==> config.mk <==
export PLATFORM = sky130hd
export DESIGN_NAME = cla_nibble_sequencer
export DESIGN_NICKNAME = d
export VERILOG_FILES = /design/src/rtl/cla_nibble_sequencer_pkg.sv /design/src/rtl/cla_nibble_sequencer_cla4_slice.sv /design/src/rtl/cla_nibble_sequencer.sv
export SDC_FILE = /design/constraint.sdc
export NUM_CORES = 1
export LEC_CHECK = 0
export CORE_UTILIZATION = 53
export DETAILED_ROUTE_END_ITERATION = 12
export DONT_BUFFER_PORTS = 1
export HOLD_SLACK_MARGIN = 0.12
export PLACE_DENSITY = 0.7
export SLEW_MARGIN = 20
export SYNTH_ARGS = -nofsm -noshare
export SYNTH_HDL_FRONTEND = slang
export SYNTH_SLANG_ARGS = --single-unit
==> constraint.sdc <==
create_clock -name clk -period 4.7 [get_ports clk]
set_clock_uncertainty 0.15 [all_clocks]
set_input_delay 0.47 -clock clk [delete_from_list [all_inputs] [get_ports clk]]
set_output_delay 0.47 -clock clk [all_outputs]
set_load 0.02 [all_outputs]
==> src/rtl/cla_nibble_sequencer_pkg.sv <==
// Shared definitions for the nibble-serial CLA adder: state encoding and slice width.
package cla_nibble_sequencer_pkg;

    localparam int NIBBLE_W = 4;

    // 2'd3 is unused; the sequencer treats it as a fault and returns to IDLE.
    typedef enum logic [1:0] {
        IDLE = 2'd0,
        RUN  = 2'd1,
        DONE = 2'd2
    } state_t;

    // Bits needed to index NIB nibbles; never zero so the index register always exists.
    function automatic int idx_width(input int nib);
        return (nib > 1) ? $clog2(nib) : 1;
    endfunction

endpackage

==> src/rtl/cla_nibble_sequencer_cla4_slice.sv <==
// 4-bit combinational carry look-ahead slice with generate/propagate carries.
module cla4_slice
    import cla_nibble_sequencer_pkg::*;
(
    input  logic [NIBBLE_W-1:0] a,
    input  logic [NIBBLE_W-1:0] b,
    input  logic                ci,
    output logic [NIBBLE_W-1:0] s,
    output logic                co
);

    logic [NIBBLE_W-1:0] g;
    logic [NIBBLE_W-1:0] p;
    logic [NIBBLE_W:0]   c;

    assign g = a & b;
    assign p = a ^ b;

    // Every carry is a flat sum of products of ci, g and p: no ripple through c[i].
    assign c[0] = ci;
    assign c[1] = g[0] | (p[0] & ci);
    assign c[2] = g[1] | (p[1] & g[0]) | (p[1] & p[0] & ci);
    assign c[3] = g[2] | (p[2] & g[1]) | (p[2] & p[1] & g[0])
                | (p[2] & p[1] & p[0] & ci);
    assign c[4] = g[3] | (p[3] & g[2]) | (p[3] & p[2] & g[1])
                | (p[3] & p[2] & p[1] & g[0]) | (p[3] & p[2] & p[1] & p[0] & ci);

    assign s  = p ^ c[NIBBLE_W-1:0];
    assign co = c[NIBBLE_W];

endmodule

==> src/rtl/cla_nibble_sequencer.sv <==
// Multi-cycle WIDTH-bit adder: one shared 4-bit CLA slice, one nibble per clock, LSB first.
// Define CLA_SEQ_SUB_EN to add the 'sub' port (a - b, cout=1 meaning no borrow).
module cla_nibble_sequencer
    import cla_nibble_sequencer_pkg::*;
#(
    parameter int WIDTH = 16
) (
    input  logic             clk,
    input  logic             rst,
    input  logic             in_valid,
    output logic             in_ready,
    input  logic [WIDTH-1:0] a,
    input  logic [WIDTH-1:0] b,
    input  logic             cin,
`ifdef CLA_SEQ_SUB_EN
    input  logic             sub,
`endif
    output logic             out_valid,
    input  logic             out_ready,
    output logic [WIDTH-1:0] sum,
    output logic             cout,
    output logic             busy
);

    localparam int NIB   = WIDTH / NIBBLE_W;
    localparam int IDX_W = idx_width(NIB);
    localparam logic [IDX_W-1:0] LAST_IDX = IDX_W'(NIB - 1);

    generate
        if ((WIDTH % NIBBLE_W) != 0 || WIDTH < NIBBLE_W) begin : g_bad_width
            $error("cla_nibble_sequencer: WIDTH must be a multiple of 4 and >= 4");
        end
    endgenerate

    // Handshakes: a transfer happens on a rising edge where valid and ready are both high;
    // in_ready is high only in IDLE (and low during rst), out_valid only in DONE, and the
    // result on sum/cout holds steady until out_ready completes the transfer.

    state_t           state;
    logic [IDX_W-1:0] idx;
    logic [WIDTH-1:0] a_reg;
    logic [WIDTH-1:0] b_reg;
    logic             carry;
    logic             sub_mode;

`ifdef CLA_SEQ_SUB_EN
    logic sub_reg;
    assign sub_mode = sub_reg;
`else
    assign sub_mode = 1'b0;
`endif

    logic [NIBBLE_W-1:0] a_nib;
    logic [NIBBLE_W-1:0] b_nib;
    logic [NIBBLE_W-1:0] slice_b;
    logic [NIBBLE_W-1:0] slice_s;
    logic                slice_co;

    always_comb begin
        a_nib = '0;
        b_nib = '0;
        for (int n = 0; n < NIB; n++) begin
            if (idx == IDX_W'(n)) begin
                a_nib = a_reg[n*NIBBLE_W +: NIBBLE_W];
                b_nib = b_reg[n*NIBBLE_W +: NIBBLE_W];
            end
        end
        slice_b = sub_mode ? ~b_nib : b_nib;
    end

    cla4_slice u_slice (
        .a  (a_nib),
        .b  (slice_b),
        .ci (carry),
        .s  (slice_s),
        .co (slice_co)
    );

    assign in_ready = (state == IDLE) && !rst;

    always_ff @(posedge clk) begin
        if (rst) begin
            state     <= IDLE;
            idx       <= '0;
            carry     <= 1'b0;
            sum       <= '0;
            cout      <= 1'b0;
            out_valid <= 1'b0;
            busy      <= 1'b0;
            a_reg     <= '0;
            b_reg     <= '0;
`ifdef CLA_SEQ_SUB_EN
            sub_reg   <= 1'b0;
`endif
        end else begin
            case (state)
                IDLE: begin
                    if (in_valid) begin
                        a_reg <= a;
                        b_reg <= b;
                        idx   <= '0;
                        busy  <= 1'b1;
                        state <= RUN;
`ifdef CLA_SEQ_SUB_EN
                        sub_reg <= sub;
                        // Two's complement subtract: ~b plus an initial carry of one.
                        carry   <= sub ? 1'b1 : cin;
`else
                        carry   <= cin;
`endif
                    end
                end
                RUN: begin
                    for (int n = 0; n < NIB; n++) begin
                        if (idx == IDX_W'(n)) begin
                            sum[n*NIBBLE_W +: NIBBLE_W] <= slice_s;
                        end
                    end
                    carry <= slice_co;
                    if (idx == LAST_IDX) begin
                        idx       <= '0;
                        cout      <= slice_co;
                        out_valid <= 1'b1;
                        state     <= DONE;
                    end else begin
                        idx <= idx + IDX_W'(1);
                    end
                end
                DONE: begin
                    if (out_ready) begin
                        out_valid <= 1'b0;
                        busy      <= 1'b0;
                        state     <= IDLE;
                    end
                end
                default: begin
                    idx       <= '0;
                    out_valid <= 1'b0;
                    busy      <= 1'b0;
                    state     <= IDLE;
                end
            endcase
        end
    end

endmodule
==> flow_metrics.env <==
export IMPL_irDropWorstVdd_uv=221.7
export IMPL_async_flop_share=0
export IMPL_gr_usage_all_layers=0.2139
export IMPL_fin_ws_ps=1670
export IMPL_coreArea_um2=4504
export IMPL_clk_latency_ps=310
export IMPL_power_total_w=0.0009349
export IMPL_gr_total_overflow=0
export IMPL_synth_common_cells="nand2_1 (101), a21oi_1 (64), dfxtp_1 (56)"
export IMPL_cellPowerDensity_nw_per_um2=355.6
export IMPL_report_final_slew_viol_count=0
export IMPL_yosysTopAreaCell="dfxtp_1"
export IMPL_drt_total_wl_mm=5.159
export IMPL_grt_busiest_layer="met2"
export IMPL_ioPinCount=57
export IMPL_cts_tree="yes"
export IMPL_ys_dominant_reg_cell="dfxtp_1"
export IMPL_first_iter_violations=117
export IMPL_grt_pass1_vias=1970
export IMPL_via_per_inst=5.576
export IMPL_worst_pin_slew_ps=651.0
export IMPL_fin_setup_tns_ps=0
export IMPL_min_period_ps=3030
export IMPL_dpl_cell_count=359
export IMPL_status="finished clean"
export IMPL_grtUsageMet2=0.3503
export IMPL_grt_pass1_wl_mm=8.756
export IMPL_cap_violations=0
export IMPL_dr_pass1_iters=4
export IMPL_antenna_found_initial=0
export IMPL_worstSetupStartpointType="flop"
export IMPL_die_area_um2=5104
export IMPL_cts_hold_buf=1
export IMPL_routabilityCongestion=0.7970
export IMPL_period_share=0.6447
export IMPL_avgSynthCellArea_um2=7.770
export IMPL_clkSlewWorstSetupHoldPaths_ps=90
export IMPL_postCtsResizedCells=0
export IMPL_syn_to_final_growth_pct=2.839
export IMPL_ys_seq_area_frac=0.4386
export IMPL_hold_viol_final=0
export IMPL_yosysTopAreaCellShare=0.4386
export IMPL_io_buffers=0
export IMPL_met3_usage=0.03938
export IMPL_grtUsageMet1=0.2876
export IMPL_dieHeight_um=71.45
export IMPL_netlist_instances=329
export IMPL_min_path_type="in -> reg"
export IMPL_start_util=0.5675
export IMPL_synth_edf_count=0
export IMPL_clock_root_buffer="clkbuf_8"
export IMPL_dp_hpwl_mm=3.678
export IMPL_dieWidth_um=71.45
export IMPL_arrival_ps=3130
export IMPL_htreeDepth=2
export IMPL_grt_max_degree=56
export IMPL_ys_seq_elements=56
export IMPL_cts_sinks=56
export IMPL_num_antenna_cells=0
export IMPL_drive_above_1_share=0.05696
export IMPL_cts_setup_buffers=0
export IMPL_drc_errors=0
export IMPL_synthDistinctLibCells=35
export IMPL_critical_path_max_fanout=18
export IMPL_synth_nets=375
export IMPL_numCtsBuffers=5
export IMPL_slew_headroom=0.5626
export IMPL_path_class="reg -> reg"
export IMPL_fmax_mhz=330.0
export IMPL_num_vias=2052
export IMPL_critPathRequiredTime_ps=4800
export IMPL_setup_viol=0
export IMPL_wire_per_inst_um=14.02
export IMPL_num_rows=24
export IMPL_fillCellCount=432
export IMPL_layout_nets=361
export IMPL_rsz0062_at_grt="no"
export IMPL_cp_end_kind="flop"
export IMPL_synth_most_common_cell="nand2_1"
export IMPL_synth_area_um2=2556
export IMPL_p_leak_nw=0.9361
export IMPL_yosys_warnings=0
export IMPL_place_ws_ps=1685
export IMPL_whs_ps=132.8
export IMPL_clockBufferDepth=2
export IMPL_yosys_top_cells_area="dfxtp_1 (44%), nand2_1 (15%), a21oi_1 (13%)"
export IMPL_ant_nets=0
export IMPL_stdcell_count=368
stage by stage:
step | utilization | area, um2
final | 0.5836 | 2629
after floorplan | - | 2556
after detailed placement | 0.5542 | 2496
after CTS | 0.5825 | 2624
after global routing | 0.5836 | 2629
after global placement | 0.5542 | 2496
layout make-up:
class	count	area, um2	area share
clock buffer	6	72.57	0.02761
clock inverter	2	35.03	0.01333
sequential	56	1121	0.4265
inverter	8	30.03	0.01142
multi-input combinational	243	1285	0.4888
tap	52	65.06	0.02475
timing repair buffer	1	20.02	0.007615
critical path, stage by stage, from the launching register on:
cell	delay [ps]
dfxtp_1	400
inv_1	80
ha_1	360
nand3b_1	240
a21oi_1	140
a21oi_1	60
o21ai_0	310
ha_1	320
a211oi_1	300
nor2_1	140
or3_1	360
a21oi_1	120
final timing paths:
check | start | to | slack (ps) | cells past startpoint
worst min-delay path | b[15] | b_reg[15] | 130 | 2
worst max-delay path | idx[1] | sum[6] | 1670 | 11
worst min register to register | a_reg[3] | a_reg[3] | 310 | 2
worst max register to register | idx[1] | sum[6] | 1670 | 11
cells by family (layout without fill, tap and decap cells):
logic type	after synthesis	in the layout	synth area share
compound gates	90	90	0.1929
xor+xnor	1	1	0.003427
fa+ha+maj	9	9	0.04699
buf+inv	30	17	0.06167
flops	56	56	0.4386
mux	1	1	0.003916
simple gates	142	142	0.2526
power breakdown:
part | switching, W | internal (W)
Clock | 0.000151 | 0.000158
Combinational | 0.0000676 | 0.0000394
Sequential | 0.0000218 | 0.000497
metal layers:
layer  vias to the layer above  wire length (um)  part of all wire
met5                         -                 0                 0
met4                         0                77             0.015
met3                         8               211             0.041
met2                        48              2357              0.46
met1                       924              2513              0.49
li1                       1072                 -                 -
placed cells by master, fill, tap and decap left out, types with 2 or more instances in the layout:
master	instances
nand2_1	101
a21oi_1	64
dfxtp_1	56
o21ai_0	11
nor2_1	10
nand3b_1	9
inv_1	8
ha_1	8
a211oi_1	6
nand4_1	5
clkbuf_8	5
or3_1	4
and2_2	3
nor3_1	2
nand2_4	2
a21o_1	2
Power figures use the tool's default switching activity.
